### config.mk
export PLATFORM = sky130hd
export DESIGN_NAME = interconn_recv_buffer
export DESIGN_NICKNAME = d
export VERILOG_FILES = /design/src/rtl/interconn_recv_buffer.sv
export SDC_FILE = /design/constraint.sdc
export NUM_CORES = 1
export LEC_CHECK = 0
export CAP_MARGIN = 20
export CORE_MARGIN = 3
export CORE_UTILIZATION = 40
export CTS_BUF_LIST = sky130_fd_sc_hd__clkbuf_16
export DETAILED_ROUTE_END_ITERATION = 12
export SETUP_SLACK_MARGIN = 0.5
export SYNTH_ARGS = -nofsm -noshare
export SYNTH_HDL_FRONTEND = slang
export SYNTH_SLANG_ARGS = --single-unit
### constraint.sdc
create_clock -name clk -period 11.71 [get_ports clk]
set_input_delay 2.342 -clock clk [delete_from_list [all_inputs] [get_ports clk]]
set_output_delay 2.342 -clock clk [all_outputs]
set_load 0.02 [all_outputs]
### src/rtl/interconn_recv_buffer.sv
// interconn_recv_buffer: FIFO staging of interconnect words into the MVU data-memory write port
// Ports:
//   clk, clr                      clock and synchronous active-high reset
//   recv_en/from/addr/word        word delivered by the interconnect this cycle
//   mem_busy                      MVU datapath owns the memory port; no drain this cycle
//   mem_we/addr/wdata/from        registered write to MVU data memory
//   count, almost_full            registered FIFO occupancy and threshold flag
//   overflow, drop_cnt, ovf_clr   sticky drop flag, saturating drop counter, and their clear
module interconn_recv_buffer #(
    parameter int N     = 8,
    parameter int W     = 64,
    parameter int BADDR = 15,
    parameter int DEPTH = 8,
    parameter int AFULL = 6
) (
    input  logic                       clk,
    input  logic                       clr,
    input  logic                       recv_en,
    input  logic [N-1:0]               recv_from,
    input  logic [BADDR-1:0]           recv_addr,
    input  logic [W-1:0]               recv_word,
    input  logic                       mem_busy,
    output logic                       mem_we,
    output logic [BADDR-1:0]           mem_addr,
    output logic [W-1:0]               mem_wdata,
    output logic [N-1:0]               mem_from,
    output logic [$clog2(DEPTH):0]     count,
    output logic                       almost_full,
    output logic                       overflow,
    input  logic                       ovf_clr,
    output logic [15:0]                drop_cnt
);
    localparam int PW = $clog2(DEPTH);
    localparam int CW = PW + 1;
    localparam int EW = N + BADDR + W;

    logic [EW-1:0] mem [DEPTH];
    logic [PW-1:0] wr_ptr, rd_ptr;
    logic          pop, push, drop;
    logic [CW-1:0] count_next;

    // A full FIFO still accepts a word when the same edge pops one out.
    always_comb begin
        pop        = (count != '0) && !mem_busy;
        push       = recv_en && ((count < CW'(DEPTH)) || pop);
        drop       = recv_en && !push;
        count_next = count + CW'(push) - CW'(pop);
    end

    always_ff @(posedge clk) begin
        if (clr) begin
            wr_ptr      <= '0;
            rd_ptr      <= '0;
            count       <= '0;
            almost_full <= 1'b0;
            mem_we      <= 1'b0;
            mem_addr    <= '0;
            mem_wdata   <= '0;
            mem_from    <= '0;
            overflow    <= 1'b0;
            drop_cnt    <= '0;
        end else begin
            if (push) begin
                mem[wr_ptr] <= {recv_from, recv_addr, recv_word};
                wr_ptr      <= wr_ptr + 1'b1;
            end
            if (pop) begin
                {mem_from, mem_addr, mem_wdata} <= mem[rd_ptr];
                rd_ptr                          <= rd_ptr + 1'b1;
            end
            mem_we      <= pop;
            count       <= count_next;
            almost_full <= count_next >= CW'(AFULL);
            if (ovf_clr) begin
                overflow <= 1'b0;
                drop_cnt <= '0;
            end else if (drop) begin
                overflow <= 1'b1;
                drop_cnt <= (drop_cnt == 16'hFFFF) ? drop_cnt : drop_cnt + 16'd1;
            end
        end
    end
endmodule

# Word-level counts from Yosys, hierarchy flattened

Memories as Yosys holds them, arrays and structs flattened. A register that Yosys moved wholly into a read port is not among the register bits.
Index checks and enable logic that the tools add are counted.

Register bits after elaboration: 29
Output and inout port bits: 110
Latch bits: 0
Bits of input ports: 92
Word-level logic and storage cells: 29
Bits in read-only memories: 0
Memories kept: 1
Memory bits (writable): 696

Memories:

| memory | words | bits a word | read ports | clocked after Yosys merged registers in | wr ports | line | text |
|---|---|---|---|---|---|---|---|
| mem    | 8     | 87          | 1          | 1                                       | 1        | 37   | `logic [EW-1:0] mem [DEPTH];` |

Magnitude comparators: 2
Multipliers: 0
Reduce and logical (&&, ||, !) cells: 9
Mux-type cells: 3
Eq/ne operators: 1
Add/subtract/negate cells: 5
Shift-type cells: 0
Divide/modulo/power cells: 0
Bitwise operators: 1

Operator list:

| operator                                            | number |
|---|---|
| adder 16 x 1 -> 16 bit, second input constant       | 1 |
| equality test 16 bit, second input constant         | 1 |
| adder 3 x 1 -> 3 bit, second input constant         | 2 |
| adder 4 x 1 -> 4 bit                                | 1 |
| >= comparator 4 x 3 -> 1 bit, second input constant | 1 |
| < comparator 4 bit, second input constant           | 1 |
| nonzero test 4 bit                                  | 1 |
| subtractor 4 x 1 -> 4 bit                           | 1 |
| logical AND 1 bit                                   | 3 |
| 2-to-1 mux 1 bit                                    | 3 |
| logical NOT 1 bit                                   | 2 |
| AND reduction 2 bit                                 | 1 |
| OR reduction 2 bit                                  | 1 |
| logical OR 1 bit                                    | 1 |
| NOT 1 bit                                           | 1 |

# Depth between registers and ports, before layout

Gate-level depths: netlist (run 1).

Depth after elaboration: 7
Mapped depth: 15
Depth with buffers taken out: 13

# Least setup slack after synthesis (run 1)

Ideal clock, no wire load.

Kind: input port to flip-flop
Start point: input port clr
End point: memory mem[0][0] (netlist bit), enable pin
Stages: 4
Required time: 11.070 ns
Library setup time: 0.640 ns
Setup slack: 2.134 ns
Arrival: 8.936 ns
Path buffers: 2
Cells stage by stage: clkbuf_1 > clkbuf_1 > or2_2 > nor3_1

Cells in the longest elaborated chain, start to end: 2

Ends and longest elaborated chain:

| what                                   | line | text |
|---|---|---|
| start: declaration                     | 17   | `input logic clr,` |
| 2-to-1 mux 1 bit                       | 51   | `if (clr) begin` |
| 2-to-1 mux 1 bit (not written as such) | 64   | `mem[wr_ptr] <= {recv_from, recv_addr, recv_word};` |
| end: declaration                       | 37   |  |

Every way passes these cells.

# Worst setup path after layout (run 1)

Start point: input port mem_busy
End point: memory mem[7][75] (netlist bit), enable pin

Cells in the longest elaborated chain, start to end: 7

Ends and longest elaborated chain:

| what                                   | line | text |
|---|---|---|
| start: declaration                     | 22   | `input logic mem_busy,` |
| logical NOT 1 bit                      | 44   | `pop = (count != '0) && !mem_busy;` |
| logical AND 1 bit                      | 44   |  |
| logical OR 1 bit                       | 45   | `push = recv_en && ((count < CW'(DEPTH)) \|\| pop);` |
| logical AND 1 bit                      | 45   |  |
| 2-to-1 mux 1 bit                       | 63   | `if (push) begin` |
| 2-to-1 mux 1 bit                       | 51   |  |
| 2-to-1 mux 1 bit (not written as such) | 64   |  |

Every way passes these cells.

==> results of run 1 <==
-- metrics by stage --
stage               cell area (um2)  std cells  utilization [%]  total power [mW]  setup WS [ns]
finish                        36220       2749            48.33             7.652          6.367
detailed placement            33400       2585            44.57             5.118          5.726
global placement              33400       2585            44.57             5.103          5.762
CTS                           36160       2744            48.25             7.777          6.371
floorplan                     30480       1481                -             4.605          2.134
global route                  36220       2748            48.33             8.010          6.183
-- worst paths after layout --
check,cells after the start,start,end,slack [ns]
setup / recovery,5,mem_busy,mem[7][75],6.37
setup reg to reg,7,count[3],mem[7][75],7.86
hold / removal,2,overflow,overflow,0.48
hold reg to reg,2,overflow,overflow,0.48
-- cells by family (layout without fill, tap and decap cells) --
logic type                 after synthesis  after routing  share of synthesized area (%)
muxes                                  266            266                          15.88
other                                    0              3                              0
adders and majority gates                9              9                         0.3941
AOI/OAI and AO/OA                      125            125                          2.931
DFF                                    812            812                          76.20
xor gates and xnor gates                 4              4                         0.1150
buffers and inverters                   94            390                          1.815
and+or+nand+nor                        171            171                          2.669
-- tightest hold or removal path: stages (launching register included) --
cell and delay [ns]:
dfxtp_1 0.33, nor2_1 0.05, nor2_1 0.07
-- power by group through the flow --
stage	combinational, mW	clock [mW]	sequential, mW
after floorplan	1.01	0	3.60
after global placement	1.58	0	3.53
after detailed placement	1.59	0	3.53
after CTS	1.59	2.71	3.47
after global routing	1.70	2.83	3.49
final	1.55	2.64	3.46
-- area by class of cell --
type,count,share of cell area (%)
inverters,9,0.1071
diodes,3,0.02072
repair buffers,222,6.128
flip-flops and latches,812,64.14
clock inverters,73,1.679
well taps,969,3.347
multi-input cells,575,18.64
clock buffers,86,5.941
-- routing by layer --
layer | GRT usage (%) | vias to the layer above | share of wire (%)
met5 | 0 | - | 0.020
met1 | 22.20 | 7733 | 44
met4 | 4.531 | 2 | 1.9
li1 | - | 6550 | -
met3 | 3.227 | 85 | 4.8
met2 | 27.43 | 329 | 50
-- registers in the layout, indices dropped and copies added, names as in the netlist --
name,count
mem_wdata,64
almost_full,1
mem_we,1
rd_ptr,3
wr_ptr,3
mem,696
mem_from,8
overflow,1
drop_cnt,16
mem_addr,15
count,4
-- cell usage in the layout (no fill, tap or decap), types with 3 or more instances in the layout --
master	Yosys	layout
inv_6	0	4
or4_1	7	7
mux4_2	174	174
nand4_1	5	5
nor4_2	3	3
nand2_1	17	17
buf_4	1	19
a21oi_1	15	15
dfxtp_4	0	3
nor2_1	103	99
nor2_4	0	4
nand3_1	6	6
and3_1	3	3
bufinv_16	0	9
inv_1	8	29
diode_2	0	3
o31ai_1	8	8
ha_1	8	8
clkinv_1	0	27
clkdlybuf4s50_1	0	200
a211oi_1	87	87
clkbuf_16	0	86
or3_1	7	7
nor3_2	0	4
mux2i_1	92	92
clkinv_2	0	7
o21ai_0	7	7
edfxtp_1	696	696
dfxtp_1	116	113
==> results.cfg, run 1 <==
[status]
status = finished, final reports clean

[cts]
clock_sinks = 812
post_cts_buffers = 0
post_cts_resized = 0
cts_made_buffers = 85
h-tree-depth = 3
clk_path_buf_depth = 3
hold_buffers = 0
path_clk_slew_ns = 0.06
cts_tree = yes
root_buffer = clkbuf_16
clock_latency_ns = 0.63

[synthesis]
avgSynthCellArea_um2 = 20.58
synth_most_common_cell = edfxtp_1
syn_nets = 1582
ys_ff_latch = 812
synth_cell_type_count = 49
synth_common_cells = edfxtp_1, mux4_2, dfxtp_1
synth_warnings = 0
postSynth.asyncResetShare_pct = 0
synth_flop_cell = edfxtp_1
syn_inst = 1481
yosys-top-cells-area = edfxtp_1, mux4_2, dfxtp_1
synth_edf_count = 696
yosysTopAreaCellShare_pct = 68.58
ys_seq_area_share_pct = 76.20
yosysTopAreaCell = edfxtp_1
netlist_area_um2 = 30480

[global_routing]
grt_max_degree = 107
grt_pass1_wl_um = 97680
antenna_found_initial = 5
grt-ovfl-total = 0
grt_pass1_vias = 15450
track_usage_pct = 16.44

[sta]
fmax_mhz = 187.2
slew_headroom_pct = 25.64
worstMarginPinSlew_ns = 1.115
report.final.setup_viol = 0
fin_hold_ws_ns = 0.4813
hold_viol_final = 0
drv_slew = 0
finalCriticalPeriod_ns = 5.343
fin_crit_sh_pct = 45.63
clock_skew_ns = 0.01917
rsz0062_at_grt = no
finalSetupTns_ns = 0

[pwr]
power.density_nw_per_um2 = 211.2
switching_share_pct = 26.44
switchingPower_mw = 2.023
p_comb_share_pct = 20.3
ir_drop_uv = 170.1
cellLeakagePower_nw = 11.15
pwr-share-seq_pct = 45.3
intPower_mw = 5.629
clockPowerShare_pct = 34.5

[floorplanning]
die_y_um = 282.0
core-area_um2 = 74950
io-pin-count = 202
die_w_um = 282.0
start_util_pct = 40.66
row_count = 100
dieArea_um2 = 79540

[critical_path]
slowest_stage = buf_4
crit_chain = clkdlybuf4s50_1 > o21ai_0 > nand3_1 > nor2_4 > buf_4
required_ns = 11.94
crit_arrival_ns = 5.57
worstSetupPathType = in2reg
critPathTopFamily = buffers and inverters
crit_buf_inv = 2
end_kind = register
cp_max_fo = 62
startpoint_type = input port
cpPeakStageDelay_ns = 0.98

[layout]
ff_latch_area_um2 = 23230
multi_input_area_um2 = 6751
area_growth_syn_to_layout_pct = 18.86
nets = 1806
nFillCells = 6080
drive_gt1_share_pct = 18.74

[drt]
firstDrtPassIters = 4
num_vias = 14700
vias_per_cell = 5.347
remaining_drc_errors = 0
antenna_left = 0
wl_per_cell_um = 23.52
initialDrtViolationCount = 1121
wirelength_um = 64660

[min_path]
min_path_type = reg2reg

[placement]
dp_hpwl_um = 35760
io_buffers = 201
place.gp.congestion = 0.7589

[job]
max_cap_viol_count = 0
(Power assumes the default switching activity.)
==> run 2: changes to the inputs <==
- clock period: 11.71 -> 5.15 ns (I/O delays scaled with it)
==> run 2 against run 1 <==
  * Sequential cell count unchanged
  * Non-clock buffer count grew 2
  * Combinational power increased by 130%
  * Count of clock-buffer cells in the layout increased by 1
  * Via count shrank 0.67%
  * Critical endpoint is now almost_full
==> results.cfg, run 2 (same netlist as run 1, synthesis figures left out) <==
[pwr]
power_mw = 17.33
power.density_nw_per_um2 = 476.6
ir_drop_uv = 300.2
cellLeakagePower_nw = 11.18

[layout]
area_growth_syn_to_layout_pct = 19.32
regMostFlops = mem
drive_gt1_share_pct = 19.65
nets = 1807
final_common_cell = edfxtp_1
reg_top3 = mem (696), mem_wdata (64), drop_cnt (16)
largest_register_ffs = 696
layout_common_cells = edfxtp_1, clkdlybuf4s50_1, mux4_2
nFillCells = 6114

[cts]
cts_made_buffers = 84
root_buffer = clkbuf_16
post_cts_buffers = 0
clock_latency_ns = 0.62
cts_tree = yes
clk_path_buf_depth = 3
post_cts_resized = 0
h-tree-depth = 3
path_clk_slew_ns = 0.06
clock_sinks = 812
hold_buffers = 0

[sta]
finalSetupTns_ns = 0
finalCriticalPeriod_ns = 3.214
report.final.setup_viol = 0
clock_skew_ns = 0.01827
fin_ws_ns = 1.936
drv_slew = 0
hold_viol_final = 0
worstMarginPinSlew_ns = 1.035
fin_crit_sh_pct = 62.41
fmax_mhz = 311.1
rsz0062_at_grt = no
slew_headroom_pct = 31.00

[critical_path]
startpoint_type = input port
reg2reg_depth = 13
critPathTopFamily = buffers and inverters
slowest_stage = clkdlybuf4s50_1
crit_arrival_ns = 3.76
cpPeakStageDelay_ns = 0.50
critPathMostFrequentCell = inv_1
r2r-end = almost_full
rrSetupSlack_ns = 2.09
crit_chain = clkdlybuf4s50_1 > inv_1 > nand2_1 > inv_6 > ha_1 > inv_1 > ha_1 > inv_1 > fa_1 > xor2_1 > or3_1 > o21ai_0
crit_buf_inv = 5
required_ns = 5.69
cp_max_fo = 49
r2r-start = count[3]
end_kind = register
worstSetupPathType = in2reg

[global_routing]
grt_pass1_vias = 15290
track_usage_pct = 16.17
grt_max_degree = 88
antenna_found_initial = 8
grt-ovfl-total = 0
grt_pass1_wl_um = 95970

[floorplanning]
die_y_um = 282.0
die_w_um = 282.0
core-area_um2 = 74950
io-pin-count = 202
dieArea_um2 = 79540
start_util_pct = 40.66
row_count = 100

[drt]
antenna_left = 0
initialDrtViolationCount = 1040
num_vias = 14600
wirelength_um = 63340
wl_per_cell_um = 23.03
vias_per_cell = 5.308
firstDrtPassIters = 5
remaining_drc_errors = 0

[placement]
dp_hpwl_um = 35820
place.gp.congestion = 0.7418
pre_cts_slack_ns = 1.300
io_buffers = 201

[status]
status = finished, final reports clean

[job]
max_cap_viol_count = 0

[min_path]
min_path_type = reg2reg
min-delay-start = drop_cnt[7]
min_to = drop_cnt[7]
hold_depth = 2
-- run 2: report_power, final --
part / internal, mW / switching [mW]
logic: 1.77 / 1.75
clock network: 3.47 / 2.44
registers: 7.55 / 0.351
-- run 2: layout make-up --
class	count	area (um2)	area share [%]
Multi-Input combinational cell	575	6777	18.64
Timing Repair Buffer	224	2357	6.482
Sequential cell	812	23230	63.89
Clock inverter	69	553.0	1.521
Inverter	9	38.79	0.1067
Clock buffer	87	2177	5.987
Antenna cell	6	15.01	0.04129
Tap cell	969	1212	3.334
-- run 2: worst max path at each step --
| stage | startpoint | to | slack [ns] | depth (start not counted) |
|---|---|---|---|---|
| 6_report | mem_busy | almost_full | 1.94 | 12 |
| 5_1_grt | mem_busy | almost_full | 1.74 | 12 |
| 4_1_cts | mem_busy | almost_full | 1.97 | 12 |
| 3_5_place_dp | mem_busy | almost_full | 1.30 | 12 |
| 3_3_place_gp | mem_busy | almost_full | 1.37 | 12 |
| 2_1_floorplan | mem_busy | mem[2][0] | -0.61 | 4 |
-- run 2: per-stage QoR --
step	cell area [um2]	util, %	std cells	hold WS, ns
after floorplan	30500	-	1481	0.4801
after global placement	33620	44.86	2589	0.4694
after detailed placement	33620	44.86	2589	0.4743
after CTS	36350	48.50	2745	0.4895
after global routing	36350	48.50	2746	0.5030
final	36360	48.52	2751	0.4917
-- run 2: worst min-delay path, delay by kind of cell, from the launching register on --
kind / cells / cell delay (ns)
mux: 1 / 0.05
simple gates: 1 / 0.06
flops: 1 / 0.33
-- run 2: per-layer routing --
metal  share of wire [%]  track usage, %  routed length, um
met5               0.019               0                 12
met4                 2.1           4.264               1346
met3                 4.8           3.392               3038
met2                  51           27.49              32180
met1                  42           21.31              26760
==> run 3: changes to the inputs <==
- clock period: 5.15 -> 2.64 ns (I/O delays scaled with it)
==> run 3 against run 2 <==
  * Worst hold slack worse by 0.32 ns
  * Global-route usage rose by 1.1 points
  * Clock power up 100%
  * Total power grew 100%
  * Combinational power is 130% higher
  * Count of clock-buffer cells in the layout is 2 higher
  * Register-to-register slack worse by 2.0 ns
  * Largest power group unchanged
  * Worst setup slack lost 1.8 ns
  * Sequential share of layout area is 3.6 points lower
  * Clock skew is 0.0090 ns higher
  * Non-clock buffer count is 127 higher
==> results.cfg, run 3 (same netlist as run 1, synthesis figures left out) <==
[drt]
antenna_left = 0
initialDrtViolationCount = 1051
num_vias = 15310
wirelength_um = 69780
vias_per_cell = 5.319
remaining_drc_errors = 0
firstDrtPassIters = 5
wl_per_cell_um = 24.25

[pwr]
power_mw = 35.08
ir_drop_uv = 509.7
power.density_nw_per_um2 = 910.0
cellLeakagePower_nw = 12.25

[sta]
fin_ws_ns = 0.1171
hold_viol_final = 0
drv_slew = 0
rsz0062_at_grt = yes
clock_skew_ns = 0.02729
finalSetupTns_ns = 0
report.final.setup_viol = 0
slew_headroom_pct = 42.61
fin_crit_sh_pct = 95.56
worstMarginPinSlew_ns = 0.8608
fmax_mhz = 396.4
finalCriticalPeriod_ns = 2.523

[status]
status = finished, final reports clean

[floorplanning]
dieArea_um2 = 79540
row_count = 100
io-pin-count = 202
start_util_pct = 40.66
core-area_um2 = 74950
die_y_um = 282.0
die_w_um = 282.0

[critical_path]
r2r-end = mem[6][11]
r2r-start = count[2]
slowest_stage = or3_4
required_ns = 2.98
cpPeakStageDelay_ns = 0.37
startpoint_type = register
crit_chain = inv_4 > ha_4 > or3b_4 > buf_4 > buf_6 > a21oi_2 > or3_4 > buf_6 > nor2_4 > buf_12 > buf_8 > clkbuf_16
crit_buf_inv = 7
critPathMostFrequentCell = buf_6
critPathTopFamily = buffers and inverters
worstSetupPathType = reg2reg
rrSetupSlack_ns = 0.12
cp_max_fo = 5
end_kind = register
crit_arrival_ns = 2.86
reg2reg_depth = 12

[min_path]
min-delay-start = clr
min_to = wr_ptr[1]
min_path_type = in2reg
hold_depth = 2

[global_routing]
antenna_found_initial = 11
grt_pass1_vias = 15800
grt_max_degree = 69
grt-ovfl-total = 0
track_usage_pct = 17.23
grt_pass1_wl_um = 101700

[layout]
reg_top3 = mem (696), mem_wdata (64), drop_cnt (16)
area_growth_syn_to_layout_pct = 26.48
regMostFlops = mem
drive_gt1_share_pct = 25.56
layout_common_cells = edfxtp_1, clkdlybuf4s50_1, mux4_2
nets = 1935
final_common_cell = edfxtp_1
final_cells = 2878
largest_register_ffs = 696

[cts]
cts_made_buffers = 85
hold_buffers = 0
clk_path_buf_depth = 3
root_buffer = clkbuf_16
path_clk_slew_ns = 0.06
h-tree-depth = 3
cts_tree = yes
clock_latency_ns = 0.63
clock_sinks = 812

[placement]
dp_hpwl_um = 40380
pre_cts_slack_ns = -0.2839
place.gp.congestion = 0.7145
io_buffers = 201
placed_cells = 2660

[job]
max_cap_viol_count = 0
run 3: layout make-up:
cell class	instances	area (um2)
multi-input combinational	575	6859
sequential	812	23240
inverter	9	46.29
clock inverter	69	566.8
tap	969	1212
clock buffer	89	2227
fill	5896	36400
antenna	4	10.01
timing repair buffer	351	4383
run 3: stage by stage:
stage,area [um2],utilization (%),hold slack (ns)
4_1_cts,38040,50.76,0.1242
3_3_place_gp,34620,46.19,0.4757
2_1_floorplan,30590,-,0.4958
5_1_grt,38540,51.43,0.1532
3_5_place_dp,34620,46.19,0.4840
6_report,38550,51.43,0.1690
run 3: power breakdown:
group	internal (mW)	switching, mW
logic	4.13	3.98
clock network	6.98	4.78
registers	14.7	0.464
total	25.8	9.23
run 3: what timing repair did:
item                                    in CTS  in global routing
endpoints found under the setup margin     797                792
pin swaps                                   11                  4
resized for setup                           49                 15
cloned                                      10                 14
buffers inserted                            18                 14
run 3: worst max-delay path by stage:
stage	from	slack (ns)	cells past startpoint	end
final	count[2]	0.12	12	mem[6][11]
after global routing	count[2]	0.04	12	mem[6][11]
after CTS	count[2]	0.13	13	almost_full
after detailed placement	mem_busy	-0.28	12	almost_full
after global placement	mem_busy	-0.28	12	almost_full
after floorplan	count[3]	-1.21	6	mem[0][0]
run 3: routing by layer:
| layer | vias up | wire length (um) | GRT usage, % |
|---|---|---|---|
| li1 | 6844 | - | - |
| met1 | 7989 | 29120 | 22.85 |
| met2 | 360 | 35780 | 29.23 |
| met3 | 103 | 3645 | 3.689 |
| met4 | 12 | 1148 | 4.251 |
| met5 | - | 78 | 0 |
